`config.mk`:
```
export PLATFORM = sky130hd
export DESIGN_NAME = sar_logic_param_flat
export DESIGN_NICKNAME = d
export VERILOG_FILES = /design/src/rtl/sar_logic_param_if.sv /design/src/rtl/sar_logic_param.sv /design/src/flat_wrapper.sv
export SDC_FILE = /design/constraint.sdc
export NUM_CORES = 1
export LEC_CHECK = 0
export CORE_UTILIZATION = 34
export DETAILED_ROUTE_END_ITERATION = 7
export SLEW_MARGIN = 10
export SYNTH_ARGS = -nofsm -noshare
export SYNTH_HDL_FRONTEND = slang
export SYNTH_SLANG_ARGS = --single-unit
```
`constraint.sdc`:
```
create_clock -name CLK -period 3.4 [get_ports CLK]
set_clock_uncertainty 0.2 [all_clocks]
set_input_delay 0.34 -clock CLK [delete_from_list [all_inputs] [get_ports CLK]]
set_output_delay 0.34 -clock CLK [all_outputs]
set_load 0.02 [all_outputs]
```
`src/rtl/sar_logic_param_if.sv`:
```
// Handshake and CDAC/comparator signal bundle for the SAR control logic.
// The slave side is the converter controller; the master side drives requests and the comparator.
interface sar_logic_param_if #(
   parameter int unsigned N_BIT = 6
);
   logic             START;
   logic             CONT;
   logic             COMP_OUT;
   logic [N_BIT-1:0] DIGITAL_OUT;
   logic             COMP_CLK;
   logic             SC;
   logic [N_BIT:0]   SDAC;
   logic             EOC;
   logic             BUSY;

   modport master (
      output START, CONT, COMP_OUT,
      input  DIGITAL_OUT, COMP_CLK, SC, SDAC, EOC, BUSY
   );

   modport slave (
      input  START, CONT, COMP_OUT,
      output DIGITAL_OUT, COMP_CLK, SC, SDAC, EOC, BUSY
   );
endinterface

```
`src/rtl/sar_logic_param.sv`:
```
// SAR ADC sequencer: sampling, comparator strobes and binary-search trial register,
// with single-shot or continuous conversion and a registered result plus one-cycle EOC.
module sar_logic_param #(
   parameter int unsigned N_BIT         = 6,
   parameter int unsigned SAMPLE_CYCLES = 2
) (
   input  logic             CLK,
   input  logic             RST,
   sar_logic_param_if.slave sar
);
   localparam int unsigned      IdxW       = (N_BIT > 1) ? $clog2(N_BIT) : 1;
   localparam logic [IdxW-1:0]  IdxTop     = IdxW'(N_BIT - 1);
   localparam logic [7:0]       SampleLast = 8'(SAMPLE_CYCLES - 1);
   localparam logic [N_BIT-1:0] MsbTrial   = {1'b1, {(N_BIT-1){1'b0}}};

   typedef enum logic [1:0] {StIdle, StSample, StConv, StDone} state_e;

   state_e           state_q, state_d;
   logic [7:0]       cnt_q, cnt_d;
   logic [IdxW-1:0]  idx_q, idx_d;
   logic [IdxW-1:0]  idx_dec;
   logic             phase_q, phase_d;
   logic [N_BIT-1:0] r_q, r_d;
   logic [N_BIT-1:0] dout_q, dout_d;
   logic             sc_q, sc_d;
   logic             comp_clk_q, comp_clk_d;
   logic             eoc_q, eoc_d;

   assign idx_dec = idx_q - IdxW'(1);

   always_ff @(posedge CLK or posedge RST) begin
      if (RST) begin
         state_q    <= StIdle;
         cnt_q      <= '0;
         idx_q      <= '0;
         phase_q    <= 1'b0;
         r_q        <= '0;
         dout_q     <= '0;
         sc_q       <= 1'b0;
         comp_clk_q <= 1'b0;
         eoc_q      <= 1'b0;
      end else begin
         state_q    <= state_d;
         cnt_q      <= cnt_d;
         idx_q      <= idx_d;
         phase_q    <= phase_d;
         r_q        <= r_d;
         dout_q     <= dout_d;
         sc_q       <= sc_d;
         comp_clk_q <= comp_clk_d;
         eoc_q      <= eoc_d;
      end
   end

   // Next-state values double as next output values, so every output is a flop.
   always_comb begin
      state_d    = state_q;
      cnt_d      = cnt_q;
      idx_d      = idx_q;
      phase_d    = phase_q;
      r_d        = r_q;
      dout_d     = dout_q;
      sc_d       = sc_q;
      comp_clk_d = comp_clk_q;
      eoc_d      = 1'b0;

      unique case (state_q)
         StIdle: begin
            if (sar.START) begin
               state_d    = StSample;
               cnt_d      = '0;
               sc_d       = 1'b1;
               r_d        = '0;
               comp_clk_d = 1'b0;
            end
         end
         StSample: begin
            if (cnt_q == SampleLast) begin
               state_d    = StConv;
               cnt_d      = '0;
               sc_d       = 1'b0;
               r_d        = MsbTrial;
               idx_d      = IdxTop;
               phase_d    = 1'b0;
               comp_clk_d = 1'b1;
            end else begin
               cnt_d = cnt_q + 8'd1;
            end
         end
         StConv: begin
            if (!phase_q) begin
               // Resolve the current bit and raise the next trial bit on the same edge.
               r_d[idx_q] = sar.COMP_OUT;
               if (idx_q != '0) begin
                  r_d[idx_dec] = 1'b1;
               end
               comp_clk_d = 1'b0;
               phase_d    = 1'b1;
            end else if (idx_q == '0) begin
               state_d = StDone;
               dout_d  = r_q;
               eoc_d   = 1'b1;
               phase_d = 1'b0;
            end else begin
               idx_d      = idx_dec;
               phase_d    = 1'b0;
               comp_clk_d = 1'b1;
            end
         end
         StDone: begin
            r_d = '0;
            if (sar.CONT) begin
               state_d = StSample;
               cnt_d   = '0;
               sc_d    = 1'b1;
            end else begin
               state_d = StIdle;
            end
         end
         default: state_d = StIdle;
      endcase
   end

   assign sar.DIGITAL_OUT = dout_q;
   assign sar.COMP_CLK    = comp_clk_q;
   assign sar.SC          = sc_q;
   assign sar.SDAC        = {r_q, sc_q};
   assign sar.EOC         = eoc_q;
   assign sar.BUSY        = (state_q != StIdle);
endmodule

```
`src/flat_wrapper.sv`:
```
// flat-port wrapper written by rule: the top's interface ports become plain ports
module sar_logic_param_flat 
#(
   parameter int unsigned N_BIT         = 6,
   parameter int unsigned SAMPLE_CYCLES = 2
)
  (CLK, RST, sar_START, sar_CONT, sar_COMP_OUT, sar_DIGITAL_OUT, sar_COMP_CLK, sar_SC, sar_SDAC, sar_EOC, sar_BUSY);
  sar_logic_param_if #(.N_BIT(N_BIT)) sar_i ();
  input  logic CLK;
  input  logic RST;
  input wire logic [$bits(sar_i.START)-1:0] sar_START;
  input wire logic [$bits(sar_i.CONT)-1:0] sar_CONT;
  input wire logic [$bits(sar_i.COMP_OUT)-1:0] sar_COMP_OUT;
  output wire logic [$bits(sar_i.DIGITAL_OUT)-1:0] sar_DIGITAL_OUT;
  output wire logic [$bits(sar_i.COMP_CLK)-1:0] sar_COMP_CLK;
  output wire logic [$bits(sar_i.SC)-1:0] sar_SC;
  output wire logic [$bits(sar_i.SDAC)-1:0] sar_SDAC;
  output wire logic [$bits(sar_i.EOC)-1:0] sar_EOC;
  output wire logic [$bits(sar_i.BUSY)-1:0] sar_BUSY;
  assign sar_i.START = sar_START;
  assign sar_i.CONT = sar_CONT;
  assign sar_i.COMP_OUT = sar_COMP_OUT;
  assign sar_DIGITAL_OUT = sar_i.DIGITAL_OUT;
  assign sar_COMP_CLK = sar_i.COMP_CLK;
  assign sar_SC = sar_i.SC;
  assign sar_SDAC = sar_i.SDAC;
  assign sar_EOC = sar_i.EOC;
  assign sar_BUSY = sar_i.BUSY;
  sar_logic_param #(.N_BIT(N_BIT), .SAMPLE_CYCLES(SAMPLE_CYCLES)) u_core (.CLK(CLK), .RST(RST), .sar(sar_i));
endmodule
```
* Word-level counts from Yosys, hierarchy flattened
Cells that the tools add are included.
** Word-level totals
- Input bits :: 5
- Logic and storage cells :: 83
- Register bits after elaboration :: 29
- Output and inout port bits :: 17
** Operators by class
- $lt $le $gt $ge :: 4
- Bitwise gates (word level) :: 1
- Add/subtract/negate cells :: 2
- Eq/ne operators :: 12
- Muxes and demuxes :: 38
- Reductions and logical operators :: 17
** Operators by type and width (number)
- 6-bit 2-to-1 mux :: 4
- 8-bit 2-to-1 mux :: 3
- 6-bit one-hot mux with 4 select lines :: 1
- 8-bit one-hot mux with 3 select lines :: 1
- 4-bit AND reduction :: 4
- 1-bit 2-to-1 mux :: 14
- 3-bit 2-to-1 mux :: 3
- 3-bit AND reduction :: 3
- 3-bit nonzero test :: 3
- 8-bit by 1-bit adder with 8-bit output (second input constant) :: 1
- 8-bit by 1-bit == test with 1-bit output (second input constant) :: 1
- 3-bit by 4-bit < comparator with 1-bit output (second input constant) :: 2
- 2-bit 2-to-1 mux :: 4
- 2-bit != test (second input constant) :: 4
- 2-bit one-hot mux with 4 select lines :: 1
- 6-bit bitwise mux :: 1
- 1-bit demux with 3-bit select :: 2
- 3-bit by 1-bit >= comparator with 1-bit output (second input constant) :: 2
- 2-bit by 1-bit != test with 1-bit output (second input constant) :: 3
- 6-bit OR :: 1
- 1-bit one-hot mux with 3 select lines :: 2
- 3-bit one-hot mux with 2 select lines :: 1
- 2-bit == test (second input constant) :: 2
- 2-bit nonzero test :: 2
- other kinds (8) :: 9

* Logic depth before layout (Yosys ltp)
Gate-level depths: netlist of the first run.
- Depth after elaboration :: 9
- Mapped depth :: 8
- Mapped depth without buffers :: 7

* Worst setup path after synthesis of the first run
Ideal clock, no wire load.
- Path kind :: flip-flop to flip-flop
- From :: register u_core.state_q[0]
- To :: register u_core.cnt_q[7]
- Data arrival time :: 1942 ps
- Path slack :: 1181 ps
- Setup time :: 78 ps
- Period minus slack after synthesis :: 2219 ps
- Cell stages (with the launch flop) :: 8
- Buffers on the path :: 1
- Required time :: 3122 ps
- Cells stage by stage :: dfrtp_1 inv_1 ha_1 nor2b_4 or3_1 buf_2 or4_1 a21oi_1
** On the way
- Longest elaborated chain between the ends :: 3
- Elaborated cells on any way between the ends :: 8
- Those cells by class :: 4 x eq/ne; 1 x mux; 3 x reduce/logical
** RTL lines
- start: declaration :: RTL line sar_logic_param.sv:18 : state_e state_q, state_d;
- start signal: assignment :: RTL line sar_logic_param.sv:33 : state_q <= StIdle;
- start signal: assignment :: RTL line sar_logic_param.sv:43 : state_q <= state_d;
- 2-bit == test (tied with other cells) :: RTL line sar_logic_param.sv:67 : unique case (state_q)
- 2-bit != test (no source line) / 3-bit nonzero test (equally long branches)
- 3-bit AND reduction (no source line)
- end signal: assignment :: RTL line sar_logic_param.sv:44 : cnt_q <= cnt_d;
- end: declaration :: RTL line sar_logic_param.sv:19 : logic [7:0] cnt_q, cnt_d;
Parallel ways exist; a longest one is shown, timed or not.
A chain may end at the register's enable or synchronous reset.

* Final worst setup path of the first run
- From :: register u_core.idx_q[0]
- To :: register u_core.comp_clk_q, in the netlist u_core.sar.COMP_CLK
** On the way
- Longest elaborated chain between the ends :: 3
** RTL lines
- start: declaration :: RTL line sar_logic_param.sv:20 : logic [IdxW-1:0] idx_q, idx_d;
- start signal: assignment :: RTL line sar_logic_param.sv:45 : idx_q <= idx_d;
- 3-bit logical NOT :: RTL line sar_logic_param.sv:99 : end else if (idx_q == '0) begin
- 3-bit != test (no source line)
- 4-bit AND reduction (no source line)
- end signal: assignment :: RTL line sar_logic_param.sv:50 : comp_clk_q <= comp_clk_d;
- end: declaration :: RTL line sar_logic_param.sv:26 : logic comp_clk_q, comp_clk_d;
Every way passes these cells.

==> flow_summary.ini, run 1 <==
[outcome]
status = finished, final reports clean

[logic_synthesis]
ys_seq_area_share_pct = 41.13
yosys.area_share.simple_pct = 21.42
synth_compound_area_share_pct = 22.98
async_flop_share_pct = 100.0
synth_cell_types = 53
synth_edf_count = 0
synthCells = 188
synthAdderAreaFrac_pct = 7.092
synth_warnings = 0
synth-seq-cells = 29
ys.flop_type = dfrtp_1
synth_top_family_by_area = compound AO/OA/AOI/OAI gates
synth_area_um2 = 1764
syn_avg_cell_area_um2 = 9.384
synth_xor_area_share_pct = 0.4965
synthMuxAreaShare_pct = 1.277
synth_nets = 203

[clock_network]
postCtsSetupRepairBufs = 0
cts_resized = 0
clk_latency_ns = 0.28
clkSinkCount = 29
clockRootBuffer = clkbuf_8
clock_path_buffers = 2
hold_buffers = 0
cts_buffers = 5
htree_num_levels = 2
clk_pin_slew_ns = 0.06
tritoncts = built

[power_and_ir_drop]
p_leak_nw = 0.9185
vdd_drop_max_mv = 0.3073
pwr-share-clk_pct = 17.7
p_int_w = 0.0008867
p_switching_w = 0.0006956
pwr-share-comb_pct = 51.1
p_per_area_nw_per_um2 = 751.4
power.total_w = 0.001582
pwr-share-seq_pct = 31.2
switching_share_pct = 43.96

[floorplanning]
die_width_um = 74.04
num_rows = 25
io_pins = 22
core_um2 = 4848
die_area_um2 = 5481
fp.dieH_um = 74.04
start_util_pct = 36.39

[routing]
drt_iter0_drc = 88
ant_nets = 0
vias = 1451
drc = 0
vias_per_cell = 5.238
first_pass_iters = 5
wl_per_cell_um = 13.57
wl_um = 3758

[hold_path]
hp-class = in -> async

[layout]
nFillCells = 502
layout_commonest_cell = dfrtp_1
nNetsFinal = 224
antenna-diode-count = 0
layout_common_cells = dfrtp_1, nand2_1, clkdlybuf4s50_1, inv_1
final_layout_size_suffix_gt1_share_pct = 10.00
area_growth_pct = 19.36

[sta]
setup_violations = 0
worst_slew_pin_slew_ns = 0.4919
fin_crit_sh_pct = 75.08
fmax_mhz = 391.8
hold_viol = 0
rsz0062_at_grt = no
period_minus_slack_ns = 2.553
slew_viol_final = 0
setup_tns_ns = 0
max_slew_margin_pct = 67.21

[setup_path]
critical-path-max-stage-delay_ns = 0.56
crit_fanout = 12
critPathTopFamily = buffers and inverters
start_kind = register
end_kind = register
cp_data_arrival_time_ns = 2.51
cpMaxStageDelayCell = dfrtp_1
cp_cell_sequence = clkinv_1 -> ha_1 -> nor2b_1 -> nand2_1 -> clkinv_1 -> o31ai_2 -> o41ai_2
crit_top_cell = clkinv_1
critPathKind = reg -> reg
worstPathRequired_ns = 3.36
crit_buf_inv = 2

[global_route]
antenna_found_initial = 0
grt_pass1_wl_um = 6561
grt_pass1_vias = 1383
grt_usage_pct = 15.65
grt.overflow.total = 0
grt_max_degree = 30

[placed_design]
routabilityCongestion = 0.8409
dpl.hpwl_um = 2674
port_buffers = 21

[job]
cap_violations = 0
-- registers in the layout (all words and copies together) (netlist names) --
name	flops
u_core.cnt_q	8
u_core.r_q	6
u_core.sar.DIGITAL_OUT	6
u_core.idx_q	3
u_core.state_q	2
u_core.phase_q	1
u_core.sar.COMP_CLK	1
u_core.sar.EOC	1
u_core.sar.SC	1
-- layer usage --
metal | up-vias | global-route usage [%] | share of wire (%)
met5 | - | 0 | 0
met3 | 6 | 3.252 | 4.2
met2 | 34 | 23.64 | 44
li1 | 725 | - | -
met4 | 0 | 6.410 | 1.8
met1 | 686 | 21.79 | 50
-- power groups by stage --
| stage | registers (W) | clock network (W) | logic, W |
|---|---|---|---|
| after floorplan | 0.000484 | 0 | 0.000639 |
| after global placement | 0.000497 | 0 | 0.000804 |
| after detailed placement | 0.000499 | 0 | 0.000807 |
| after CTS | 0.000493 | 0.000287 | 0.000812 |
| after global routing | 0.000508 | 0.000297 | 0.000902 |
| final | 0.000494 | 0.000279 | 0.000808 |
-- synthesized netlist by cell type, types with 4 or more instances --
cell type,count,area (µm²)
nor3_1,5,25.02
nor2_1,10,37.54
dfrtp_1,29,725.7
o21ai_0,9,45.04
nand2_1,25,93.84
ha_1,10,125.1
or4_1,4,30.03
clkbuf_1,5,18.77
inv_1,13,48.80
a21oi_1,10,50.05
o31ai_1,6,45.04
nor2b_1,4,25.02
-- stage by stage --
stage	setup WS [ns]	hold slack, ns	cells	cell area, µm²	util (%)
5_1_grt	0.5817	0.3022	277	2106	43.43
3_3_place_gp	0.9670	0.2638	269	2023	41.73
2_1_floorplan	1.181	0.2181	188	1764	-
3_5_place_dp	0.8689	0.2661	269	2023	41.73
4_1_cts	0.8675	0.2415	277	2106	43.43
6_report	0.8474	0.2248	277	2106	43.43
-- final timing paths --
path	start	endpoint	slack, ns	cells past startpoint
max	u_core.idx_q[0]	u_core.sar.COMP_CLK	0.85	7
min	RST	u_core.cnt_q[6]	0.22	3
max reg2reg	u_core.idx_q[0]	u_core.sar.COMP_CLK	0.85	7
min reg2reg	u_core.sar.DIGITAL_OUT[1]	u_core.sar.DIGITAL_OUT[1]	0.28	2
max in group asynchronous	RST	u_core.r_q[3]	2.50	3
min in group CLK	u_core.sar.DIGITAL_OUT[1]	u_core.sar.DIGITAL_OUT[1]	0.28	2
-- kinds of logic (layout without fill, tap and decap cells) --
| logic type | after synthesis | in the layout |
|---|---|---|
| flip-flops | 29 | 29 |
| XOR/XNOR | 1 | 1 |
| adder cells (fa/ha/maj) | 10 | 10 |
| multiplexers | 2 | 2 |
| AO/OA/AOI/OAI | 54 | 54 |
| buffers and inverters | 23 | 45 |
| AND/OR/NAND/NOR | 69 | 69 |
-- final cells by class --
cell class	count	area, µm²	area share, %
clock buffer	6	72.57	3.446
clock inverter	2	10.01	0.4753
inverter	15	56.30	2.674
multi-input combinational	136	939.7	44.62
sequential	29	725.7	34.46
tap	67	83.83	3.981
timing repair buffer	22	217.7	10.34
-- worst min-delay path, delay by kind of cell --
kind / cells / cell delay, ns
buf+inv: 3 / 0.78
Power figures use the tool's default switching activity.
==> run 2, diff against run 1 <==
- clock period: 3.4 -> 2.18 ns (I/O delays scaled with it)
==> flow_summary.ini, run 2 (synthesis results as in run 1) <==
[routing]
wl_um = 3997
vias_per_cell = 4.980
first_pass_iters = 4
ant_nets = 0
vias = 1494
wl_per_cell_um = 13.32
drt_iter0_drc = 56
drc = 0

[power_and_ir_drop]
power.total_w = 0.002921
vdd_drop_max_mv = 0.4921
p_leak_nw = 1.036
p_per_area_nw_per_um2 = 1245

[global_route]
grt.overflow.total = 0
grt_pass1_vias = 1383
grt_usage_pct = 15.22
grt_max_degree = 30
grt_pass1_wl_um = 6396
antenna_found_initial = 0

[floorplanning]
start_util_pct = 36.39
die_area_um2 = 5481
num_rows = 25
core_um2 = 4848
fp.dieH_um = 74.04
io_pins = 22
die_width_um = 74.04

[setup_path]
reg2reg_slack_ns = 0.05
critPathTopFamily = simple AND/OR/NAND/NOR gates
crit_fanout = 6
crit_path_start = u_core.state_q[1]
cp_data_arrival_time_ns = 2.14
r2r_start = u_core.state_q[1]
cp_cell_sequence = ha_1 -> nor2b_2 -> or4b_4 -> or3_1 -> a21oi_1
start_kind = register
worstPathRequired_ns = 2.18
critical-path-max-stage-delay_ns = 0.50
end_kind = register
cpMaxStageDelayCell = or4b_4
crit_buf_inv = 0
critPathKind = reg -> reg

[layout]
largest_reg_flops = 8
nFillCells = 467
layout_common_cells = dfrtp_1, nand2_1, buf_4, clkdlybuf4s50_1, inv_1
final_layout_size_suffix_gt1_share_pct = 24.46
fin_area_um2 = 2346
largest-register = u_core.cnt_q
layout_commonest_cell = dfrtp_1
area_growth_pct = 32.98
nNetsFinal = 247
antenna-diode-count = 0

[clock_network]
clk_latency_ns = 0.29
clkSinkCount = 29
clock_path_buffers = 2
htree_num_levels = 2
tritoncts = built
cts_buffers = 5
clk_pin_slew_ns = 0.07
clockRootBuffer = clkbuf_8
hold_buffers = 0

[outcome]
status = finished, final reports clean

[placed_design]
dpl.hpwl_um = 2855
port_buffers = 21
postPlaceCellArea_um2 = 2171
routabilityCongestion = 0.7634

[sta]
worst_slew_pin_slew_ns = 0.3748
setup_violations = 0
fmax_mhz = 468.5
slew_viol_final = 0
period_minus_slack_ns = 2.134
hold_viol = 0
fin_crit_sh_pct = 97.91
max_slew_margin_pct = 75.01
rsz0062_at_grt = yes

[hold_path]
hp-class = in -> async

[job]
cap_violations = 0
[run 2: final cells by class]
cell class	count	area, µm²	area share, %
Clock buffer	7	96.34	4.107
Clock inverter	1	5.005	0.2133
Inverter	15	56.30	2.400
Multi-Input combinational cell	136	983.4	41.92
Sequential cell	29	726.9	30.99
Tap cell	67	83.83	3.573
Timing Repair Buffer	45	394.1	16.80
[run 2: metrics by stage]
stage          instances  utilization [%]  worst slack (ns)  TNS (ns)  hold slack [ns]
3_5_place_dp         288            44.77          -0.02035  -0.02367           0.2612
2_1_floorplan        188                -           0.01338         0          0.09611
6_report             300            48.39           0.04552         0           0.1250
4_1_cts              297            47.12          0.001543         0           0.1398
3_3_place_gp         288            44.77           0.02029         0           0.2557
5_1_grt              300            48.39          -0.01718  -0.04550           0.1806
[run 2: path summary, 6_finish.rpt]
kind	to	depth (start not counted)
min in group CLK	u_core.sar.DIGITAL_OUT[5]	2
worst min register to register	u_core.sar.DIGITAL_OUT[5]	2
worst max register to register	u_core.cnt_q[4]	5
max in group asynchronous	u_core.state_q[1]	3
worst min-delay path	u_core.sar.DIGITAL_OUT[2]	3
worst max-delay path	u_core.cnt_q[4]	5
[run 2: per-layer routing]
layer	global-route usage, %	vias to the layer above	share of wire [%]
li1	-	769	-
met1	21.20	696	51
met2	23.23	24	45
met3	3.252	5	2.9
met4	5.556	0	1.4
met5	0	-	0
[run 2: what timing repair did]
action | 4_1_cts | 5_1_grt
setup endpoints to repair | 6 | 12
hold endpoints to repair | 0 | 0
resized for setup | 2 | 9
setup buffers | 1 | 3
pin swaps | 1 | 6
cloned | 0 | 0
[run 2: power by group]
| group | internal [W] | total (W) | switching [W] |
|---|---|---|---|
| Clock | 0.000285 | 0.000504 | 0.000219 |
| Combinational | 0.000809 | 0.00167 | 0.000865 |
| Sequential | 0.000635 | 0.000742 | 0.000107 |
[run 2: worst min-delay path: cells and delay by family]
family,cells,cell delay (ns)
buffers and inverters,3,0.80
==> run 3, diff against run 2 <==
- ABC_AREA: unset -> 1
==> flow_summary.ini, run 3 <==
[outcome]
status = finished, final reports clean

[sta]
hold_viol = 0
rsz0062_at_grt = no
slew_viol_final = 0
fmax_mhz = 479.5
period_minus_slack_ns = 2.085
max_slew_margin_pct = 74.21
fin_crit_sh_pct = 95.66
setup_tns_ns = 0
worst_slew_pin_slew_ns = 0.3868
setup_violations = 0

[setup_path]
cpMaxStageDelayCell = clkdlybuf4s50_1
end_kind = output pin
reg2reg_slack_ns = 0.28
cp_data_arrival_time_ns = 1.67
worstPathRequired_ns = 1.76
start_kind = register
critPathKind = reg -> out
crit_fanout = 6
r2r.worst_path.cells = 9
r2r_start = u_core.idx_q[1]
cp_cell_sequence = inv_1 -> ha_1 -> inv_1 -> clkdlybuf4s50_1
critical-path-max-stage-delay_ns = 0.60
reg2reg_to = u_core.sar.DIGITAL_OUT[4]
crit_top_cell = inv_1

[global_route]
grt_max_degree = 30
grt.overflow.total = 0
grt_pass1_vias = 1337
grt_usage_pct = 14.75
grt_pass1_wl_um = 6216
antenna_found_initial = 0

[routing]
ant_nets = 0
wl_um = 3703
vias = 1551
first_pass_iters = 4
vias_per_cell = 4.658
drc = 0
drt_iter0_drc = 100
wl_per_cell_um = 11.12

[floorplanning]
die_area_um2 = 5538
die_width_um = 74.42
start_util_pct = 36.54
io_pins = 22
core_um2 = 4880
num_rows = 25
fp.dieH_um = 74.42

[logic_synthesis]
yosysMostFrequentCell = nand2_1
synth.top_cells.by_count = nand2_1, inv_1, dfrtp_1, nand3_1, o21ai_0
synth_area_leaders = dfrtp_1, nand2_1, inv_1
synth_cell_types = 23
synthCells = 237
synth.top_cell.area_share_pct = 40.70
synth_area_leader_cell = dfrtp_1
syn_avg_cell_area_um2 = 7.523
synth_nets = 252
ys.flop_type = dfrtp_1
async_flop_share_pct = 100.0
synth_edf_count = 0
ys_seq_area_share_pct = 40.70
synth_warnings = 0
synth-seq-cells = 29
synth_area_um2 = 1783

[layout]
nNetsFinal = 280
layout_common_cells = nand2_1, inv_1, dfrtp_1, clkdlybuf4s50_1, nand3_1
fin_area_um2 = 2173
fin_cells = 333
final_layout_size_suffix_gt1_share_pct = 12.03
antenna-diode-count = 0
layout_commonest_cell = nand2_1
area_growth_pct = 21.89
largest_reg_flops = 8
largest-register = u_core.cnt_q

[power_and_ir_drop]
pwr-share-comb_pct = 51.2
p_int_w = 0.001417
vdd_drop_max_mv = 0.4194
pwr-share-seq_pct = 29.7
p_per_area_nw_per_um2 = 1195
p_switching_w = 0.001181
switching_share_pct = 45.47
p_leak_nw = 1.133
pwr-share-clk_pct = 19.2

[hold_path]
hp-class = in -> async

[clock_network]
htree_num_levels = 2
clock_path_buffers = 2
clockRootBuffer = clkbuf_8
clk_pin_slew_ns = 0.06
clk_latency_ns = 0.28
cts_buffers = 5
postCtsSetupRepairBufs = 0
tritoncts = built
clkSinkCount = 29
hold_buffers = 0
cts_resized = 0

[placed_design]
postPlaceCellArea_um2 = 2069
place_inst = 325
routabilityCongestion = 0.8329
dpl.hpwl_um = 2758
port_buffers = 21

[job]
cap_violations = 0
run 3: routing by layer:
layer / share of wire [%] / GRT usage, % / up-vias
li1: - / - / 815
met1: 51 / 20.76 / 690
met2: 42 / 22.22 / 41
met3: 4.7 / 3.388 / 5
met4: 1.4 / 5.031 / 0
met5: 0 / 0 / -
run 3: layout make-up:
type	count	area [µm²]
Fill cell	527	2706
Multi-Input combinational cell	167	884.6
Sequential cell	29	728.2
Timing Repair Buffer	24	232.7
Inverter	38	142.6
Clock buffer	7	96.34
Tap cell	67	83.83
Clock inverter	1	5.005
run 3: logic make-up (layout without fill, tap and decap cells):
group	Yosys count	count (layout)	synth area share (%)
and+or+nand+nor	126	126	32.07
buffers and inverters	41	70	9.684
AOI/OAI and AO/OA	29	29	9.544
DFF	29	29	40.70
adders and majority gates	10	10	7.018
xor gates and xnor gates	2	2	0.9826
run 3: critical path: cells and delay by family, from the launching register on:
kind	cells	cell delay [ns]
buffers and inverters	3	0.77
flip-flops	1	0.41
adder cells (fa/ha/maj)	1	0.21
run 3: metrics by stage:
step | total power, W | worst slack [ns] | hold WS [ns] | utilization [%]
after global routing | 0.002832 | 0.007288 | 0.1625 | 44.54
after floorplan | 0.001753 | 0.4026 | 0.09611 | -
after detailed placement | 0.002108 | 0.2617 | 0.2686 | 42.41
after global placement | 0.002104 | 0.3132 | 0.2658 | 42.41
final | 0.002598 | 0.09454 | 0.1113 | 44.54
after CTS | 0.002617 | 0.02736 | 0.1197 | 44.49
run 3: how the worst max path moves through the flow:
stage | startpoint | depth (start not counted) | slack (ns) | endpoint
3_5_place_dp | u_core.state_q[0] | 8 | 0.26 | u_core.cnt_q[0]
6_report | u_core.state_q[0] | 4 | 0.09 | sar_BUSY
5_1_grt | u_core.state_q[0] | 4 | 0.007 | sar_BUSY
4_1_cts | u_core.state_q[0] | 4 | 0.03 | sar_BUSY
3_3_place_gp | u_core.idx_q[1] | 8 | 0.31 | u_core.sar.DIGITAL_OUT[2]
2_1_floorplan | u_core.state_q[0] | 9 | 0.40 | u_core.cnt_q[4]
run 3: power groups by stage:
stage | Sequential (W) | Clock, W | Combinational (W)
global route | 0.000791 | 0.000532 | 0.00151
floorplan | 0.000803 | 0 | 0.000950
finish | 0.000771 | 0.000498 | 0.00133
global placement | 0.000772 | 0 | 0.00133
detailed placement | 0.000776 | 0 | 0.00133
CTS | 0.000765 | 0.000514 | 0.00134
